<file path="src/rtl/uart_pkg.sv">
// Shared UART configuration: divisor widths, oversampling ratio, reset-time
// divisor and the packed {integer, fraction} divisor type.
package uart_pkg;

    localparam int DIV_W       = 16;  // system clocks per oversample tick (integer part)
    localparam int FRAC_W      = 4;   // fractional part, in 1/2^FRAC_W clock units
    localparam int OVERSAMPLE  = 16;  // oversample ticks per bit; even, >= 4
    localparam int DEFAULT_INT = 27;  // 50 MHz / 115200 / 16 = 27.13
    localparam int DEFAULT_FRC = 2;   // 2/16 = 0.125

    typedef struct packed {
        logic [DIV_W-1:0]  int_part;
        logic [FRAC_W-1:0] frac_part;
    } divisor_t;

    localparam divisor_t DEFAULT_DIV = '{
        int_part:  DIV_W'(DEFAULT_INT),
        frac_part: FRAC_W'(DEFAULT_FRC)
    };

    // An integer divisor of zero would mean a zero-length period; run it as 1.
    function automatic logic [DIV_W-1:0] eff_int(input logic [DIV_W-1:0] v);
        return (v == '0) ? DIV_W'(1) : v;
    endfunction

endpackage

</file>
<file path="src/rtl/baud_frac_acc.sv">
// Fractional phase accumulator for the baud generator. The carry out of
// acc + frac stretches the current oversample period by one clock; the
// accumulator only moves when the top level signals a period boundary.
module baud_frac_acc
    import uart_pkg::*;
(
    input  logic              clk,
    input  logic              clr,
    input  logic              sync_clr,
    input  logic              advance,
    input  logic [FRAC_W-1:0] frac,
    output logic              carry
);

    logic [FRAC_W-1:0] acc;
    logic [FRAC_W:0]   sum;

    assign sum   = {1'b0, acc} + {1'b0, frac};
    assign carry = sum[FRAC_W];

    // Accumulate the fraction once per period; resync restarts from zero phase.
    always_ff @(posedge clk or posedge clr) begin
        if (clr) begin
            acc <= '0;
        end else if (sync_clr) begin
            acc <= '0;
        end else if (advance) begin
            acc <= sum[FRAC_W-1:0];
        end
    end

endmodule

</file>
<file path="src/rtl/baud_tick_gen.sv">
// Programmable baud tick generator: single-cycle oversample, mid-bit and
// bit pulses from an integer+fractional divisor. A divisor loaded while
// running is held in a shadow register and swapped in at the next
// oversample boundary so a period is never cut short or stretched mid-way.
module baud_tick_gen
    import uart_pkg::*;
(
    input  logic              clk,
    input  logic              clr,
    input  logic              en,
    input  logic [DIV_W-1:0]  div_int,
    input  logic [FRAC_W-1:0] div_frac,
    input  logic              div_load,
    input  logic              resync,
    output logic              os_tick,
    output logic              mid_tick,
    output logic              bit_tick,
    output logic              load_pend
);

    localparam int              OS_W    = $clog2(OVERSAMPLE);
    localparam logic [OS_W-1:0] OS_MID  = OS_W'(OVERSAMPLE / 2 - 1);
    localparam logic [OS_W-1:0] OS_LAST = OS_W'(OVERSAMPLE - 1);
    localparam logic [OS_W-1:0] OS_ONE  = OS_W'(1);
    localparam logic [DIV_W:0]  CNT_ONE = (DIV_W + 1)'(1);

    // One extra bit so the longest period (2^DIV_W - 1 plus a carry) fits.
    logic [DIV_W:0]  cnt;
    logic [OS_W-1:0] os_cnt;
    divisor_t        active;
    divisor_t        shadow;
    divisor_t        new_div;
    logic            carry;
    logic [DIV_W:0]  period;
    logic            wrap;
    logic            tick_now;

    assign new_div  = '{int_part: div_int, frac_part: div_frac};
    assign period   = {1'b0, eff_int(active.int_part)} + {{DIV_W{1'b0}}, carry};
    assign wrap     = (cnt == period - CNT_ONE);
    // resync beats a coinciding wrap: that boundary produces no tick.
    assign tick_now = en & wrap & ~resync;

    baud_frac_acc u_frac_acc (
        .clk      (clk),
        .clr      (clr),
        .sync_clr (resync),
        .advance  (tick_now),
        .frac     (active.frac_part),
        .carry    (carry)
    );

    // Period counter and oversample position within the bit.
    always_ff @(posedge clk or posedge clr) begin
        if (clr) begin
            cnt    <= '0;
            os_cnt <= '0;
        end else if (resync) begin
            cnt    <= '0;
            os_cnt <= '0;
        end else if (en) begin
            if (wrap) begin
                cnt    <= '0;
                os_cnt <= (os_cnt == OS_LAST) ? '0 : os_cnt + OS_ONE;
            end else begin
                cnt <= cnt + CNT_ONE;
            end
        end
    end

    // Registered tick pulses, decoded from the pre-wrap oversample position.
    always_ff @(posedge clk or posedge clr) begin
        if (clr) begin
            os_tick  <= 1'b0;
            mid_tick <= 1'b0;
            bit_tick <= 1'b0;
        end else begin
            os_tick  <= tick_now;
            mid_tick <= tick_now && (os_cnt == OS_MID);
            bit_tick <= tick_now && (os_cnt == OS_LAST);
        end
    end

    // Shadow/active divisor handover: immediate when stopped or restarting,
    // otherwise deferred to the next oversample boundary.
    always_ff @(posedge clk or posedge clr) begin
        if (clr) begin
            active    <= DEFAULT_DIV;
            shadow    <= DEFAULT_DIV;
            load_pend <= 1'b0;
        end else begin
            if (div_load) begin
                shadow <= new_div;
            end
            if (div_load && (resync || !en)) begin
                active    <= new_div;
                load_pend <= 1'b0;
            end else if (div_load) begin
                load_pend <= 1'b1;
            end else if (load_pend && (resync || tick_now)) begin
                active    <= shadow;
                load_pend <= 1'b0;
            end
        end
    end

endmodule

</file>
<file path="config.mk">
export PLATFORM = sky130hd
export DESIGN_NAME = baud_tick_gen
export DESIGN_NICKNAME = d
export VERILOG_FILES = /design/src/rtl/uart_pkg.sv /design/src/rtl/baud_frac_acc.sv /design/src/rtl/baud_tick_gen.sv
export SDC_FILE = /design/constraint.sdc
export NUM_CORES = 1
export LEC_CHECK = 0
export ABC_CLOCK_PERIOD_IN_PS = 12210
export BUFFER_PORTS_ARGS = -buffer_cell sky130_fd_sc_hd__clkbuf_2
export CORE_UTILIZATION = 60
export DETAILED_ROUTE_END_ITERATION = 8
export PLACE_DENSITY = 0.86
export SKIP_CTS_REPAIR_TIMING = 1
export SYNTH_ARGS = -nofsm -noshare
export SYNTH_HDL_FRONTEND = slang
export SYNTH_HIERARCHICAL = 1
export SYNTH_SLANG_ARGS = --single-unit
</file>
<file path="constraint.sdc">
create_clock -name clk -period 12.21 [get_ports clk]
set_input_delay 0 -clock clk [delete_from_list [all_inputs] [get_ports clk]]
set_output_delay 0 -clock clk [all_outputs]
set_load 0.01 [all_outputs]
</file>
==> run summary <==
The logs give 0 for the total DRC errors in the routed layout and 0 for the count of nets left with antenna violations after detail routing. The tools report the final global-route overflow total as 0. After routing, the total negative slack on setup checks comes to 0 ns. The max-slew violation total from the final report was 0; the number of distinct standard cells referenced by the synthesized netlist was 59. The count of buffers inserted at the top-level ports came out at 28. 0 antenna diodes ended up in the layout.

The tools report the number of failing hold endpoints at the final stage as 0. In this run the worst hold path is classified as in2reg. The number of failing setup endpoints in the final timing report is 0, and the count of synthesis-stage warnings from yosys is 6. TritonCTS built the clock tree. After the flow finishes, the layout carries non-filler instances totaling 493. Counting flops and latches in the post-synthesis netlist gives 69.

Sorting the synthesized cells by area gives the leading types as sky130_fd_sc_hd__dfrtp_1 (37%), sky130_fd_sc_hd__mux2_2 (9.8%), sky130_fd_sc_hd__dfstp_2 (6.5%). The slew at the pin closest to its max-slew limit is 1.12 ns. Stage delay of the slowest cell on the critical path: 0.86 ns. Leaving out fill and tap cells, the most frequent cells in the layout are sky130_fd_sc_hd__dfrtp_1 (59), sky130_fd_sc_hd__mux2_2 (35), sky130_fd_sc_hd__clkbuf_2 (28). The highest clock rate came out at 212 MHz.

The leakage power of the design is 2.03 nW. The number of antenna violations at the first check in global routing is 0. Entering global routing, the biggest net connects 66 pins. The die covers 7050 um2. The clock tree synthesis step divided the H-tree into 3 levels. Summed over its instances, the top area cell type makes up 36.6% of the synthesized netlist area. Setup repair after global routing left no endpoint under its margin. In the synthesized netlist the async set-or-reset flop fraction comes to 100%.

STA puts the critical path data required time at 12.46 ns. The design draws 0.000564 W. At the end of routability-driven placement, the weighted congestion stood at 0.914. The tool flagged a number of max-cap violations equal to 0. The first global-routing pass estimated 14,400 um of wire.

Counting flops with a built-in enable in the synthesized netlist gives 0. Type of the worst setup path: reg2reg. When the netlist entered floorplanning its net count stood at 403. STA classifies the critical path endpoint as a flop. The leading cell type in the layout, fill and taps excluded was sky130_fd_sc_hd__dfrtp_1. The share of cells above drive strength 1 came out at 25.5%.

The final clock skew was 0.0174 ns; the routed length per placed instance was 18.6 um. The routed layout has 3,119 vias. The total number of placement rows is 29. The logs give 9 for the clock buffer count from CTS and 2 for the maximum buffer depth of the clock tree.

Cell type with the highest occurrence count on the critical path: sky130_fd_sc_hd__ha_1. The worst path in the final design needs a cycle of 4.71 ns, including I/O delays and setup. Sequential cells were found to cover 43.2% of the synthesized design area. For the worst slack at placement, the log shows 7.57 ns. The tools report the starting density of the core as 62.8%.

The most used flip-flop cell after synthesis is sky130_fd_sc_hd__dfrtp_1. Element type at the critical path start: a flop. For the via count of the first global-routing pass, the log shows 3,076.

The net count of the finished layout is 445. For the worst setup path, the data arrival time is 4.95 ns. The number of vias per cell works out to 6.33. Across all setup checks in the final design, the least slack found is 7.50 ns. Of all cell types, the one taking the most synthesized area is sky130_fd_sc_hd__dfrtp_1. The overall routing resource usage was 26.1%. The netlist area before placement is 4030 um2, and the normalized max-slew margin is 25.4%. After clock tree synthesis, the clock-pin slew on the worst setup and hold paths is 0.08 ns. Critical-path cell with the highest stage delay: sky130_fd_sc_hd__nor4_2. In this run the count of I/O pins placed on the die edge is 29. Detailed placement ended at an HPWL of 5880 um. The peak supply drop was 80.2 uV. The cell count after synthesis was 369.

The tree is rooted in a sky130_fd_sc_hd__clkbuf_8. Relative to the synthesized area, the layout overhead comes to 13.9%. For this design the ratio of total power to cell area is 123 nW/um2.

Dividing the final minimum period by the clock period gives 38.5%. The number of iterations in the first detailed-routing pass came out at 4. After the first detailed-routing iteration, the DRC count stood at 152. The largest fanout on the critical path came out at 11.

The run gives 9180 um as the total wire length after detailed routing. Each instance of the synthesized netlist takes up on average 10.9 um2. In this run, placement finished with an instance count of 456.

The signal on the critical path passes through ha_1, fa_1, a21o_2, a21o_1, inv_1, ha_1, ha_1, nor3b_1, xnor2_1, nand4b_1, or4_1, nor4_2, nand2_1, mux2_4. The overall die width is 84.0 um. From bottom edge to top edge, the die measures 84.0 um.

The clock latency on the worst-skew pair is 0.35 ns. The tools report the placeable core region as 6420 um2. The clock drives 69 sinks. The run finished with clean final reports.
-- state kept, by name, indices dropped and copies added (netlist names) --
| signal | cells |
|---|---|
| active | 20 |
| bit_tick | 1 |
| cnt | 17 |
| load_pend | 1 |
| mid_tick | 1 |
| os_cnt | 4 |
| os_tick | 1 |
| shadow | 20 |
| u_frac_acc/acc | 4 |
-- layer usage --
layer / part of all wire [%] / up-vias / GRT usage [%]
met5: 0 / - / 0
met4: 2.0 / 0 / 9.72
met3: 4.2 / 19 / 6.53
met2: 50 / 76 / 42.0
met1: 44 / 1580 / 34.3
li1: - / 1444 / -
-- Yosys cell counts (all sizes together) (8+ instances only) --
library cell and n:
nand3 12, a21o 10, xor2 12, nand2 21
nor4 10, mux2i 8, nor3 12, dfrtp 59
dfstp 10, clkbuf 11, mux2 50, o21ai 15
buf 9, inv 11, xnor2 16, nor2 18
ha 8
-- final timing paths --
path / from / end / slack, ns / cells past startpoint
min in group asynchronous: clr / u_frac_acc/acc[2]$_DFFE_PP0P_ / 0.07 / 3
worst max register to register: active[0]$_DFFE_PP0P_ / os_cnt[2]$_DFFE_PP0P_ / 7.50 / 14
worst min register to register: active[0]$_DFFE_PP0P_ / active[0]$_DFFE_PP0P_ / 0.50 / 1
max in group asynchronous: clr / cnt[7]$_DFFE_PP0P_ / 11.23 / 4
worst max-delay path: active[0]$_DFFE_PP0P_ / os_cnt[2]$_DFFE_PP0P_ / 7.50 / 14
worst min-delay path: en / mid_tick$_DFF_PP0_ / 0.03 / 3
-- area by class of cell --
cell class              count  area (um2)
well taps                  77        96.3
inverters                  12        45.0
fillers                   423        1830
repair buffers             51         365
clock inverters             4        50.0
clock buffers              12         135
multi-input cells         268        2160
flip-flops and latches     69        1740
-- worst max-delay path, delay by kind of cell, from the launching register on --
kind                     cells  cell delay, ns
flip-flops                   1            0.38
buffers and inverters        1            0.06
XOR/XNOR                     1            0.16
AO/OA/AOI/OAI                2            0.39
multiplexers                 1            0.33
AND/OR/NAND/NOR              5            2.09
adder cells (fa/ha/maj)      4            1.19
-- power breakdown --
part | total (W) | internal (W) | leakage, nW | switching (W)
Clock | 0.000179 | 0.0000942 | 0.0866 | 0.0000848
Sequential | 0.000279 | 0.000252 | 0.862 | 0.0000267
Combinational | 0.000106 | 0.0000519 | 1.08 | 0.0000544
-- stage by stage --
stage	hold slack [ns]	cell area, um2	util, %
3_5_place_dp	-0.108	4200	65.3
4_1_cts	-0.485	4380	68.2
3_3_place_gp	-0.107	4200	65.3
5_1_grt	0.0452	4590	71.5
6_report	0.0302	4590	71.5
2_1_floorplan	-0.234	4030	-
-- kinds of logic after synthesis --
kind of cell    share of synthesized area [%]
simple gates                             17.0
xor+xnor                                 6.08
fa+ha+maj                                2.98
compound gates                           11.3
buf+inv                                  3.42
mux                                      16.1
flops                                    43.2
Power figures use the tool's default switching activity.
